===== config.mk =====
export PLATFORM = sky130hd
export DESIGN_NAME = dbus_arbiter
export DESIGN_NICKNAME = d
export VERILOG_FILES = /design/src/rtl/dbus_arbiter.sv
export SDC_FILE = /design/constraint.sdc
export NUM_CORES = 1
export LEC_CHECK = 0
export ABC_CLOCK_PERIOD_IN_PS = 2300
export BUFFER_PORTS_ARGS = -buffer_cell sky130_fd_sc_hd__buf_2
export CAP_MARGIN = 40
export CORE_AREA = 2 2 143 145
export DETAILED_ROUTE_END_ITERATION = 12
export DIE_AREA = 0 0 145 147
export SYNTH_ARGS = -nofsm -noshare
export SYNTH_HDL_FRONTEND = slang
export SYNTH_SLANG_ARGS = --single-unit

===== constraint.sdc =====
create_clock -name clk -period 2.3 [get_ports clk]
set_input_delay 0.23 -clock clk [delete_from_list [all_inputs] [get_ports clk]]
set_output_delay 0.23 -clock clk [all_outputs]
set_load 0.02 [all_outputs]

===== src/rtl/dbus_arbiter.sv =====
// Two-master round-robin arbiter sharing the D$ slave port between the LSU (m0) and the
// cache-op/uncached unit (m1). Grant is locked to the owner while the slave stalls.
`ifndef DBUS_TRANS_WIDTH
`define DBUS_TRANS_WIDTH 8
`endif

module dbus_arbiter #(
    parameter int unsigned TRANS_W    = `DBUS_TRANS_WIDTH,
    parameter bit          FIXED_PRIO = 1'b0
) (
    input  logic               clk,
    input  logic               resetn,

    input  logic               m0_read,
    input  logic               m0_write,
    input  logic               m0_invalidate,
    input  logic               m0_invalidate_icache,
    input  logic [31:0]        m0_address,
    input  logic [31:0]        m0_wrdata,
    input  logic [3:0]         m0_byteenable,
    input  logic [TRANS_W-1:0] m0_trans_in,
    output logic               m0_stall,
    output logic [31:0]        m0_rddata,
    output logic [TRANS_W-1:0] m0_trans_out,

    input  logic               m1_read,
    input  logic               m1_write,
    input  logic               m1_invalidate,
    input  logic               m1_invalidate_icache,
    input  logic [31:0]        m1_address,
    input  logic [31:0]        m1_wrdata,
    input  logic [3:0]         m1_byteenable,
    input  logic [TRANS_W-1:0] m1_trans_in,
    output logic               m1_stall,
    output logic [31:0]        m1_rddata,
    output logic [TRANS_W-1:0] m1_trans_out,

    output logic               s_read,
    output logic               s_write,
    output logic               s_invalidate,
    output logic               s_invalidate_icache,
    output logic [31:0]        s_address,
    output logic [31:0]        s_wrdata,
    output logic [3:0]         s_byteenable,
    output logic [TRANS_W-1:0] s_trans_in,
    input  logic               s_stall,
    input  logic [31:0]        s_rddata,
    input  logic [TRANS_W-1:0] s_trans_out
);

    typedef enum logic [0:0] {StIdle, StLocked} state_e;

    state_e state_q, state_d;
    logic   lock_owner_q, lock_owner_d;
    logic   rr_last_q, rr_last_d;

    logic req0, req1;
    logic grant_valid, grant, granted_req, sel1;

    assign req0 = m0_read | m0_write | m0_invalidate | m0_invalidate_icache;
    assign req1 = m1_read | m1_write | m1_invalidate | m1_invalidate_icache;

    // Grant depends only on requests and registered state, never on s_stall.
    always_comb begin
        grant_valid = 1'b0;
        grant       = 1'b0;
        if (state_q == StLocked) begin
            grant_valid = 1'b1;
            grant       = lock_owner_q;
        end else if (req0 && req1) begin
            grant_valid = 1'b1;
            grant       = FIXED_PRIO ? 1'b0 : ~rr_last_q;
        end else if (req0) begin
            grant_valid = 1'b1;
            grant       = 1'b0;
        end else if (req1) begin
            grant_valid = 1'b1;
            grant       = 1'b1;
        end
    end

    assign granted_req = grant ? req1 : req0;
    assign sel1        = grant_valid & grant;

    always_comb begin
        state_d      = state_q;
        lock_owner_d = lock_owner_q;
        rr_last_d    = rr_last_q;
        case (state_q)
            StIdle: begin
                if (grant_valid && granted_req && s_stall) begin
                    state_d      = StLocked;
                    lock_owner_d = grant;
                end
            end
            StLocked: begin
                if (!s_stall) begin
                    state_d = StIdle;
                end
            end
            default: state_d = StIdle;
        endcase
        if (grant_valid && granted_req && !s_stall) begin
            rr_last_d = grant;
        end
    end

    always_ff @(posedge clk or negedge resetn) begin
        if (!resetn) begin
            state_q      <= StIdle;
            lock_owner_q <= 1'b0;
            rr_last_q    <= 1'b1;
        end else begin
            state_q      <= state_d;
            lock_owner_q <= lock_owner_d;
            rr_last_q    <= rr_last_d;
        end
    end

    always_comb begin
        s_read              = 1'b0;
        s_write             = 1'b0;
        s_invalidate        = 1'b0;
        s_invalidate_icache = 1'b0;
        if (resetn && grant_valid) begin
            s_read              = sel1 ? m1_read              : m0_read;
            s_write             = sel1 ? m1_write             : m0_write;
            s_invalidate        = sel1 ? m1_invalidate        : m0_invalidate;
            s_invalidate_icache = sel1 ? m1_invalidate_icache : m0_invalidate_icache;
        end
    end

    assign s_address    = sel1 ? m1_address    : m0_address;
    assign s_wrdata     = sel1 ? m1_wrdata     : m0_wrdata;
    assign s_byteenable = sel1 ? m1_byteenable : m0_byteenable;
    assign s_trans_in   = sel1 ? m1_trans_in   : m0_trans_in;

    // Granted master sees the slave stall; a losing requester is held off.
    always_comb begin
        m0_stall = 1'b1;
        m1_stall = 1'b1;
        if (resetn) begin
            m0_stall = (grant_valid && !grant) ? s_stall : req0;
            m1_stall = (grant_valid &&  grant) ? s_stall : req1;
        end
    end

    assign m0_rddata    = s_rddata;
    assign m1_rddata    = s_rddata;
    assign m0_trans_out = s_trans_out;
    assign m1_trans_out = s_trans_out;

`ifndef SYNTHESIS
    lock_req_held: assert property (@(posedge clk) disable iff (!resetn)
        (state_q == StLocked) |-> granted_req)
        else $error("dbus_arbiter: lock owner dropped its request while locked");
`endif

endmodule


== Word level (Yosys, flattened, before mapping) ==
Index checks and enable logic that the tools add are counted.

* Reductions and logical operators: 10
* Bitwise operators: 9
* Multiplexer cells: 27

{| class="wikitable"
|+ Operators with widths
! cell !! count
|-
| $mux W32 || 2
|-
| $mux W1 || 22
|-
| $mux W8 || 1
|-
| $logic_and A1 B1 Y1 || 7
|-
| $or A1 B1 Y1 || 6
|-
| $mux W4 || 1
|-
| $logic_not A1 Y1 || 2
|-
| $not A1 Y1 || 2
|-
| $pmux W1 S2 || 1
|-
| $reduce_and A2 Y1 || 1
|-
| $and A1 B1 Y1 || 1
|}

* Output and inout port bits: 162
* Logic and storage cells: 49
* Register bits after elaboration: 3

== Depth between registers and ports, before layout ==
Gate-level depths: netlist of run 1.

* Depth in word-level cells: 12
* Mapped depth: 5
* Mapped depth without buffers: 3

== Worst setup path before layout of run 1 ==
OpenSTA, ideal clock, no wires.

* Path kind: input to output
* Start: input port m1_write
* End: output port s_invalidate
* Arrival: 1.724 ns
* Slack: 0.346 ns
* Cell stages on the path: 5
* Required time: 2.070 ns
* Path through: nor4_1 > o31a_1 > buf_6 > buf_12 > mux2i_1

* Longest elaborated chain between the ends: 10

{| class="wikitable"
|+ RTL lines
! what !! line !! source
|-
| start: declaration || 27 || <nowiki>input logic m1_write,</nowiki>
|-
| $or A1 B1 Y1 * (3 in series) || 61 || <nowiki>assign req1 = m1_read | m1_write | m1_invalidate | m1_invalidate_icache;</nowiki>
|-
| $mux W1 || 76 || <nowiki>end else if (req1) begin</nowiki>
|-
| $mux W1 || 73 || <nowiki>end else if (req0) begin</nowiki>
|-
| $mux W1 || 70 || <nowiki>end else if (req0 && req1) begin</nowiki>
|-
| $mux W1 || 67 || <nowiki>if (state_q == StLocked) begin</nowiki>
|-
| $and A1 B1 Y1 || 83 || <nowiki>assign sel1 = grant_valid & grant;</nowiki>
|-
| $mux W1 || 128 || <nowiki>s_invalidate = sel1 ? m1_invalidate : m0_invalidate;</nowiki>
|-
| $mux W1 * || 125 || <nowiki>if (resetn && grant_valid) begin</nowiki>
|-
| end: declaration || 40 || <nowiki>output logic s_invalidate,</nowiki>
|}

Mark *: on every way between the ends. The rest lies on a longest branch, timed or not.

== Worst setup path in the final report of run 1 ==
* Start: register rr_last_q
* End: output port s_wrdata[21]

* Longest elaborated chain between the ends: 5

{| class="wikitable"
|+ RTL lines
! what !! line !! source
|-
| start: declaration || 55 || <nowiki>logic rr_last_q, rr_last_d;</nowiki>
|-
| start signal: assignment || 116 || <nowiki>rr_last_q <= rr_last_d;</nowiki>
|-
| $not A1 Y1 || 72 || <nowiki>grant = FIXED_PRIO ? 1'b0 : ~rr_last_q;</nowiki>
|-
| $mux W1 || 70 ||
|-
| $mux W1 || 67 ||
|-
| $and A1 B1 Y1 || 83 ||
|-
| $mux W32 || 134 || <nowiki>assign s_wrdata = sel1 ? m1_wrdata : m0_wrdata;</nowiki>
|-
| end: declaration || 43 || <nowiki>output logic [31:0] s_wrdata,</nowiki>
|}

Every way passes these cells.

==> impl_results.md, run 1 <==
* Outcome: complete, no violations
* Crit path cell chain: o41a_1 -> o31a_4 -> buf_16 -> mux2_4 -> buf_4
* Slew Viols, Final at 0
* Sequential power share at 0.039
* GPL Wtd Cong at approximately 0.76
* Area grow syn2layout at 43.7%
* Number of synthesized flops with an enable pin at 0
* Site Rows at 52
* Largest net degree at the start of global routing at 43
* Core Region at 19800 um2
* Fin. Hold Viols at 0
* R2r setup slk at 1160 ps
* IO buf count at ~240
* Antenna violations before repair at 2
* Die area at roughly 21000 um2
* Filler Cells Inserted at between 2k and 2.5k
* Fmax at 0.448 GHz
* Cts bufs inserted at 3
* Synth warn at 0
* Reg-to-Reg Start: rr_last_q$_DFFE_PN1P_
* Setup crit end: s_wrdata[21]
* Max Clock Skew at 0.190 ps
* Layout cells sized above 1 at 0.902
* Area leader, netlist: mux2_4
* CP peak stage delay at roughly 540 ps
* Measured slew at the worst slew-check pin at 595 ps
* Stages on worst setup path at 5
* CTS tree: built
* CP delay by family, top: flip-flops
* Number of setup violations in the final report at 0
* Worst Setup End Kind: primary output
* Most frequent cell after synthesis: buf_4
* Synth top area cells: mux2_4 52%, buf_4 27%, buf_12 7.3%, dfrtp_1 2.3%, mux2i_1 1.8%
* Synthesized area per cell at 10.9 um2
* Synth top cells by count: 80 x buf_4, 76 x mux2_4, 9 x nand2_1, 8 x buf_12, 4 x mux2i_1
* Worst EP arrival at approximately 2000 ps
* Initial Util at 0.111
* Psw at 1.02 mW
* Period utilisation layout at 0.970
* Clk root buf: clkbuf_16
* R2R depth at 4
* WL final at approximately 9400 um
* Crit Reg-Reg Endpoint: rr_last_q$_DFFE_PN1P_
* Normalized max-slew margin at 0.599
* Clk network pwr share at 0.124
* # IOs at approximately 370
* Critical Path Source: rr_last_q$_DFFE_PN1P_
* Final ANT Viol Nets at 0
* Via count at just over 2k
* RSZ-0062 raised after global routing: true
* #FFs+latches synth at 3
* Mapped Cells at between 200 and 250
* Worst setup SP type: flip-flop
* Max FO, Critical Path at between 40 and 50
* Fin crit period at ~2200 ps
* Crit path kind: reg -> out
* Per-cell routed wire length at 14.8 um
* Top FF cell, synth: dfrtp_1
* Dpl hpwl at 8280 um
* First-pass GRT wire length at 12900 um
* NumNets Final at between 500 and 600
* Fin util at 0.160
* Total congestion overflow at 0
* Hold Crit Class: in -> reg
* Vias in the first global route at roughly 2.1k
* VDD IR max at between 0.0002 and 0.0003 V
* Pwr Density at a little over 700 nW/um2
* Netlist cell types at 27
* FFs w/ async S/R, synth at 1.00
* Crit path buf inv count at 2
* Worst-skew pair later-pin latency at between 200 and 250 ps
* Switching Share at 0.457
* 1st-iter DRT viols at 40
* Share of Yosys cell area claimed by the top area cell type at 0.517
* CTS sink cnt at 3
* Pwr Total at around 2.2 mW
* Sequential fraction of the synthesis area at 0.0346
* DRC errors left at 0
* Hold Slack at roughly 300 ps
* Drt pass-1 iters at 4
* Syn Nets at between 400 and 500
* Lkg Pwr at 1.82 nW
* Crit-path slowest cell: dfstp_2
* Max Cap Violations at 0
* Setup repair bufs after CTS at 0
* Syn Std Cell Area at around 2200 um2
* Comb power frac at 0.836
* Internal at around 1.2 mW
* Worst-path clk slew at around 30 ps
* Req. time, crit path at a little over 2000 ps
* Vias per inst at about 3.3
* Die Height at approximately 150 um
* Die width at around 150 um
* Max Root-Sink Buffers at 2
* GRT Total Usage at 0.0808
* H-tree depth at 1
==> power by group through the flow <==
stage          Clock (mW)  Sequential, mW  Combinational, mW
3_3_place_gp            0          0.0892               1.85
5_1_grt             0.290          0.0910               1.96
3_5_place_dp            0          0.0878               1.85
4_1_cts             0.280          0.0875               1.87
2_1_floorplan           0          0.0840               1.63
6_report            0.278          0.0879               1.87
==> per-stage QoR <==
stage / cells / worst slack [ps] / cell area, um2 / setup TNS [ps]
2_1_floorplan: 202 / 346 / 2210 / 0
3_3_place_gp: 631 / 92.8 / 3050 / 0
3_5_place_dp: 631 / 93.3 / 3050 / 0
4_1_cts: 636 / 58.8 / 3150 / 0
5_1_grt: 636 / -8.29 / 3170 / -29.4
6_report: 637 / 69.6 / 3170 / 0
==> registers in the layout (all words and copies together), names as in the netlist <==
signal        count
lock_owner_q      1
rr_last_q         1
state_q           1
==> cells by family (layout without fill, tap and decap cells) <==
group                  Yosys count  after routing  synth area share
muxes                           80             80             0.535
buffers and inverters           92            256             0.355
DFF                              3              3            0.0346
AOI/OAI and AO/OA               12             12            0.0437
and+or+nand+nor                 15             15            0.0317
other                            0              1                 0
==> repair_timing <==
item | in CTS | in global routing
hold buffers | 1 | 0
gates resized for setup | 1 | 5
endpoints found under the hold margin | 2 | 0
setup endpoints to repair | 1 | 15
pin swaps | 0 | 0
==> tightest hold or removal path, stage by stage <==
cell and delay [ps]:
buf_2 110, nor2_1 50, a2bb2oi_1 120
==> final cells by class <==
| class | instances | area [um2] | share of cell area |
|---|---|---|---|
| multi-input combinational | 107 | 1360 | 0.428 |
| timing repair buffer | 250 | 1310 | 0.414 |
| tap | 270 | 338 | 0.107 |
| clock buffer | 4 | 78.8 | 0.0249 |
| sequential | 3 | 76.3 | 0.0241 |
| inverter | 2 | 7.51 | 0.00237 |
| antenna | 1 | 2.50 | 0.000789 |
==> worst min-delay path by stage <==
stage                               end  slack, ps  cells past startpoint     from
3_5_place_dp   lock_owner_q$_DFFE_PN0P_        100                      1   resetn
2_1_floorplan  lock_owner_q$_DFFE_PN0P_        -70                      0   resetn
4_1_cts           rr_last_q$_DFFE_PN1P_        300                      3  s_stall
3_3_place_gp   lock_owner_q$_DFFE_PN0P_        100                      1   resetn
5_1_grt           rr_last_q$_DFFE_PN1P_        310                      3  s_stall
6_report          rr_last_q$_DFFE_PN1P_        300                      3  s_stall
==> placed cells by master, fill, tap and decap left out, drive strengths merged, types with 2 or more instances in the layout <==
cell / Yosys / final
buf: 89 / 249
nor4: 2 / 2
mux2: 76 / 76
clkbuf: 1 / 4
mux2i: 4 / 4
dfrtp: 2 / 2
nand2: 9 / 9
inv: 2 / 2
==> layer usage <==
layer / vias up / global-route usage / share of wire
met3: 37 / 0.0339 / 0.11
met1: 928 / 0.0991 / 0.41
met5: - / 0 / 0
li1: 960 / - / -
met2: 150 / 0.127 / 0.45
met4: 0 / 0.0287 / 0.030
Note: power is estimated with default switching activity, not from simulation.
==> run 2, diff against run 1 <==
--- a/config.mk
+++ b/config.mk
@@ -6,11 +6,12 @@
 export NUM_CORES = 1
 export LEC_CHECK = 0
 export ABC_CLOCK_PERIOD_IN_PS = 2300
-export BUFFER_PORTS_ARGS = -buffer_cell sky130_fd_sc_hd__buf_2
+export BUFFER_PORTS_ARGS = -buffer_cell sky130_fd_sc_hd__clkbuf_2
 export CAP_MARGIN = 40
 export CORE_AREA = 2 2 143 145
 export DETAILED_ROUTE_END_ITERATION = 12
 export DIE_AREA = 0 0 145 147
+export PLACE_DENSITY = 0.47
 export SYNTH_ARGS = -nofsm -noshare
 export SYNTH_HDL_FRONTEND = slang
 export SYNTH_SLANG_ARGS = --single-unit
==> run 2 against run 1 <==
- fmax decreased by 2.1%
- routed wire length up 10%
- final cell count increased by 0.47%
==> impl_results.md, run 2 (synthesis results as in run 1) <==
* Outcome: complete, no violations
* Clk network pwr share at 0.120 (-0.004)
* Reg-to-Reg Start: rr_last_q$_DFFE_PN1P_
* Antenna violations before repair at 2 (unchanged)
* Drt pass-1 iters at 4 (unchanged)
* Max FO, Critical Path at 20 (-52%)
* VDD IR max at 0.000210 V (-20%)
* Largest net degree at the start of global routing at 41 (-4.7%)
* NumNets Final at 572 (+0.35%)
* Max Root-Sink Buffers at 2 (unchanged)
* Crit-path slowest cell: dfstp_2
* Max Cap Violations at 0 (unchanged)
* Critical Path Source: rr_last_q$_DFFE_PN1P_
* Clk root buf: clkbuf_16
* R2r setup slk at 1080 ps (-80 ps)
* Die width at 145 um (unchanged)
* Lkg Pwr at 1.89 nW (+3.9%)
* Final ANT Viol Nets at 0 (unchanged)
* 1st-iter DRT viols at 20 (-50%)
* Setup crit end: s_address[13]
* Core Region at 19800 um2 (unchanged)
* CP peak stage delay at 550 ps (about the same)
* Setup_tns at 0 ps (unchanged)
* CTS tree: built
* Post-route design area at 3220 um2 (+1.5%)
* Crit Reg-Reg Endpoint: rr_last_q$_DFFE_PN1P_
* Initial Util at 0.111 (unchanged)
* First-pass GRT wire length at 13800 um (+7.0%)
* IO buf count at 244 (unchanged)
* Normalized max-slew margin at 0.639 (+0.0392)
* GPL Wtd Cong at 0.830 (+8.6%)
* Stages on worst setup path at 5 (unchanged)
* # IOs at 365 (unchanged)
* GRT Total Usage at 0.0869 (+0.00612)
* Worst setup SP type: flip-flop
* DRC errors left at 0 (unchanged)
* Area after DPL at 3040 um2 (-0.49%)
* Via count at 2019 (-2.7%)
* Number of setup violations in the final report at 0 (unchanged)
* Period utilisation layout at 0.990 (+0.0206)
* Slew Viols, Final at 0 (unchanged)
* RSZ-0062 raised after global routing: true
* Hold Crit Class: in -> reg
* Area grow syn2layout at 45.9%
* Max Clock Skew at 2.25 ps (+2.06 ps)
* Vias per inst at 3.15 (-3.2%)
* Worst EP arrival at 2050 ps (+50 ps)
* Fin. Hold Viols at 0 (unchanged)
* Commonest non-fill, non-tap cell in the layout: clkbuf_2
* Total congestion overflow at 0 (unchanged)
* Site Rows at 52 (unchanged)
* Worst-path clk slew at 30 ps (about the same)
* Worst Setup End Kind: primary output
* Psw at 1.09 mW (+6.2%)
* CP delay by family, top: flip-flops
* Die Height at 147 um (unchanged)
* Largest regs: lock_owner_q x1, rr_last_q x1, state_q x1
* Die area at 21300 um2 (unchanged)
* Req. time, crit path at 2070 ps (about the same)
* Pwr Density at 725 nW/um2 (+2.7%)
* Crit path buf inv count at 2 (unchanged)
* Fmax at 0.439 GHz (-2.1%)
* Dpl hpwl at 8750 um (+5.6%)
* Comb power frac at 0.842 (+0.006)
* Most frequent cells in the layout: 242 x clkbuf_2, 76 x mux2_4, 9 x nand2_1, 5 x clkbuf_16
* H-tree depth at 1 (unchanged)
* Vias in the first global route at 2070 (-2.1%)
* Cts bufs inserted at 3 (unchanged)
* Layout cells sized above 1 at 0.905 (+0.00325)
* WL final at 10400 um (+10%)
* Fin crit period at 2280 ps (+47.3 ps)
* Measured slew at the worst slew-check pin at 537 ps (-58.3 ps)
* CTS sink cnt at 3 (unchanged)
* R2R depth at 4 (unchanged)
* Setup WS post-layout at 22.3 ps (-47.3 ps)
* Hold Slack at 306 ps (+4.45 ps)
* Setup WS pre-CTS at 110 ps (+17.0 ps)
* Sequential power share at 0.038 (about the same)
* Switching Share at 0.465 (+0.00827)
* Crit path cell chain: o41a_1 -> o31a_4 -> clkbuf_16 -> mux2_4 -> clkbuf_2
* Pwr Total at 2.33 mW (+4.3%)
* Internal at 1.25 mW (+2.7%)
* Worst-skew pair later-pin latency at 230 ps (about the same)
* Per-cell routed wire length at 16.2 um (+9.6%)
* Crit path kind: reg -> out
==> run 2: cell types whose count changed in the layout (fill, tap and decap cells not counted), sizes merged <==
| cell | previous run | this run |
|---|---|---|
| diode | 1 | 2 |
| buf | 249 | 6 |
| clkbuf | 4 | 249 |
==> run 2: how the worst min path moves through the flow <==
stage | from | endpoint | slack [ps] | depth (start not counted)
final | s_stall | rr_last_q$_DFFE_PN1P_ | 310 | 3
after global routing | s_stall | rr_last_q$_DFFE_PN1P_ | 330 | 3
after CTS | s_stall | rr_last_q$_DFFE_PN1P_ | 310 | 3
after detailed placement | resetn | state_q$_DFF_PN0_ | 120 | 1
after global placement | resetn | state_q$_DFF_PN0_ | 120 | 1
after floorplan | resetn | lock_owner_q$_DFFE_PN0P_ | -70 | 0
==> run 2: final cells by class <==
type / count / area (um2)
clock buffers: 4 / 78.8
repair buffers: 252 / 1350
multi-input cells: 107 / 1370
flip-flops and latches: 3 / 76.3
inverters: 2 / 7.51
diodes: 2 / 5.00
fillers: 2231 / 16600
well taps: 270 / 338
==> run 2: stage by stage <==
stage | utilization | cells
3_3_place_gp | 0.153 | 629
3_5_place_dp | 0.153 | 629
2_1_floorplan | - | 202
4_1_cts | 0.158 | 634
6_report | 0.162 | 640
5_1_grt | 0.162 | 638
==> run 2: worst min-delay path, cell delays in order <==
cell and delay [ps]:
clkbuf_2 120, nor2_1 50, a2bb2oi_1 120
==> run 2: layer usage <==
layer,routed length (um),track usage,share of wire,vias to the layer above
met5,0,0,0,-
met4,102,0.0173,0.0098,0
met3,1130,0.0422,0.11,24
met2,4920,0.139,0.47,122
met1,4240,0.106,0.41,907
li1,-,-,-,966
==> run 2: power groups by stage <==
stage / clock network (mW) / registers (mW) / logic (mW)
after floorplan: 0 / 0.0840 / 1.63
final: 0.280 / 0.0894 / 1.96
after detailed placement: 0 / 0.0900 / 1.85
after global placement: 0 / 0.0907 / 1.87
after CTS: 0.282 / 0.0892 / 1.88
after global routing: 0.287 / 0.0921 / 2.06
==> run 2: what timing repair did <==
item,CTS,global route
setup buffers,0,2
endpoints found under the setup margin,4,80
gates cloned,0,2
gates resized for setup,2,3
hold buffers,1,0
pin swaps,0,0
hold endpoints to repair,2,0
==> run 3, diff against run 2 <==
--- a/config.mk
+++ b/config.mk
@@ -11,7 +11,7 @@
 export CORE_AREA = 2 2 143 145
 export DETAILED_ROUTE_END_ITERATION = 12
 export DIE_AREA = 0 0 145 147
-export PLACE_DENSITY = 0.47
+export PLACE_DENSITY_LB_ADDON = 0.15
 export SYNTH_ARGS = -nofsm -noshare
 export SYNTH_HDL_FRONTEND = slang
 export SYNTH_SLANG_ARGS = --single-unit
==> run 3 against run 2 <==
- via count rose by 1.9%
- critical path type unchanged
- register-to-register slack improved by 90 ps
- non-clock buffer count fell by 1
==> impl_results.md, run 3 (synthesis results as in run 1) <==
* Outcome: complete, no violations
* Via count at 2057 (+1.9%)
* Critical Path Source: rr_last_q$_DFFE_PN1P_
* H-tree depth at 1 (unchanged)
* Hold Slack at 335 ps (+29.0 ps)
* Worst-skew pair later-pin latency at 220 ps (about the same)
* CTS tree: built
* Total congestion overflow at 0 (unchanged)
* Antenna violations before repair at 2 (unchanged)
* Measured slew at the worst slew-check pin at 577 ps (+40.2 ps)
* Worst-path clk slew at 30 ps (about the same)
* Initial Util at 0.111 (unchanged)
* Req. time, crit path at 2070 ps (about the same)
* Period utilisation layout at 0.963 (-0.0278)
* Max FO, Critical Path at 11 (-45%)
* Die width at 145 um (unchanged)
* Worst Setup End Kind: primary output
* RSZ-0062 raised after global routing: true
* DRC errors left at 0 (unchanged)
* Max Root-Sink Buffers at 2 (unchanged)
* CP delay by family, top: flip-flops
* Die Height at 147 um (unchanged)
* R2R depth at 4 (unchanged)
* Crit path kind: reg -> out
* Crit path cell chain: o41a_1 -> o31a_4 -> buf_4 -> mux2_4 -> clkbuf_2
* GPL Wtd Cong at 0.751 (-9.5%)
* Number of setup violations in the final report at 0 (unchanged)
* Pwr Density at 693 nW/um2 (-4.4%)
* Dpl hpwl at 7640 um (-13%)
* Layout cells sized above 1 at 0.902 (-0.00298)
* Clk root buf: clkbuf_16
* VDD IR max at 0.000272 V (+30%)
* Fmax at 0.452 GHz (+2.9%)
* Site Rows at 52 (unchanged)
* Die area at 21300 um2 (unchanged)
* Fin. Hold Viols at 0 (unchanged)
* Crit-path slowest cell: dfstp_2
* Non-Filler Instances at 638 (-0.31%)
* CTS sink cnt at 3 (unchanged)
* Cts bufs inserted at 3 (unchanged)
* Worst setup SP type: flip-flop
* Fin crit period at 2210 ps (-63.8 ps)
* Lkg Pwr at 1.88 nW (-0.64%)
* 1st-iter DRT viols at 28 (+40%)
* Largest regs: lock_owner_q x1, rr_last_q x1, state_q x1
* Area grow syn2layout at 44.0%
* # IOs at 365 (unchanged)
* Stages on worst setup path at 5 (unchanged)
* Post-route design area at 3180 um2 (-1.3%)
* Crit path buf inv count at 2 (unchanged)
* IO buf count at 244 (unchanged)
* First-pass GRT wire length at 12700 um (-8.0%)
* Reg-to-Reg Start: rr_last_q$_DFFE_PN1P_
* Vias per inst at 3.22 (+2.2%)
* Placed Cells at 631 (+0.32%)
* Max Cap Violations at 0 (unchanged)
* Slew Viols, Final at 0 (unchanged)
* Most frequent cells in the layout: 244 x clkbuf_2, 76 x mux2_4, 9 x nand2_1, 4 x mux2i_1
* CP peak stage delay at 550 ps (about the same)
* Area after DPL at 3040 um2 (about the same)
* Normalized max-slew margin at 0.612 (-0.0270)
* Largest net degree at the start of global routing at 26 (-37%)
* Drt pass-1 iters at 4 (unchanged)
* Per-cell routed wire length at 13.7 um (-16%)
* Setup crit end: s_trans_in[2]
* Commonest non-fill, non-tap cell in the layout: clkbuf_2
* Worst EP arrival at 1980 ps (-70 ps)
* Hold Crit Class: in -> reg
* GRT Total Usage at 0.0760 (-0.0109)
* R2r setup slk at 1170 ps (+90 ps)
* WL final at 8760 um (-16%)
* Crit Reg-Reg Endpoint: rr_last_q$_DFFE_PN1P_
* Vias in the first global route at 2118 (+2.3%)
* Setup repair bufs after CTS at 0 (unchanged)
* Final ANT Viol Nets at 0 (unchanged)
* Core Region at 19800 um2 (unchanged)
* Max Clock Skew at 1.30 ps (-0.951 ps)
* NumNets Final at 571 (-0.17%)
==> run 3: how the worst min path moves through the flow <==
stage | from | endpoint | slack (ps) | cells after the start
finish | s_stall | rr_last_q$_DFFE_PN1P_ | 330 | 3
global placement | resetn | state_q$_DFF_PN0_ | 120 | 1
detailed placement | resetn | state_q$_DFF_PN0_ | 120 | 1
floorplan | resetn | lock_owner_q$_DFFE_PN0P_ | -70 | 0
CTS | s_stall | rr_last_q$_DFFE_PN1P_ | 330 | 3
global route | s_stall | rr_last_q$_DFFE_PN1P_ | 350 | 3
==> run 3: repair_timing <==
action | 4_1_cts | 5_1_grt
endpoints found under the hold margin | 2 | 0
gates resized for setup | 4 | 0
gates cloned | 1 | 0
setup endpoints to repair | 53 | 5
hold buffers | 1 | 0
==> run 3: through the flow <==
stage / power (mW) / utilization / TNS, ps / setup slack (ps)
2_1_floorplan: 1.72 / - / 0 / 346
3_3_place_gp: 1.89 / 0.153 / 0 / 130
5_1_grt: 2.32 / 0.160 / -24.9 / -9.10
6_report: 2.20 / 0.160 / 0 / 86.1
3_5_place_dp: 1.89 / 0.153 / 0 / 91.6
4_1_cts: 2.25 / 0.160 / 0 / 55.0
==> run 3: routing by layer <==
metal,vias up,GRT usage,wire length (um)
met1,945,0.0813,3240
met3,18,0.0388,1010
met5,-,0,27
met4,4,0.00842,81
li1,960,-,-
met2,130,0.138,4390
==> run 3: cell type report <==
class	instances	area, um2
diodes	1	2.50
flip-flops and latches	3	76.3
inverters	2	7.51
multi-input cells	107	1360
fillers	2267	16700
well taps	270	338
clock buffers	4	78.8
repair buffers	251	1320
==> run 3: power breakdown <==
part           internal [mW]  switching [mW]  total [mW]
registers             0.0728          0.0156      0.0883
clock network          0.228          0.0438       0.272
logic                  0.915           0.928        1.84
total                   1.22           0.987        2.20
==> run 3: worst register-to-register path: cells and delay by family, from the launching register on <==
kind                   cells  cell delay (ps)
buffers and inverters      1              130
DFF                        1              550
AOI/OAI and AO/OA          3              370
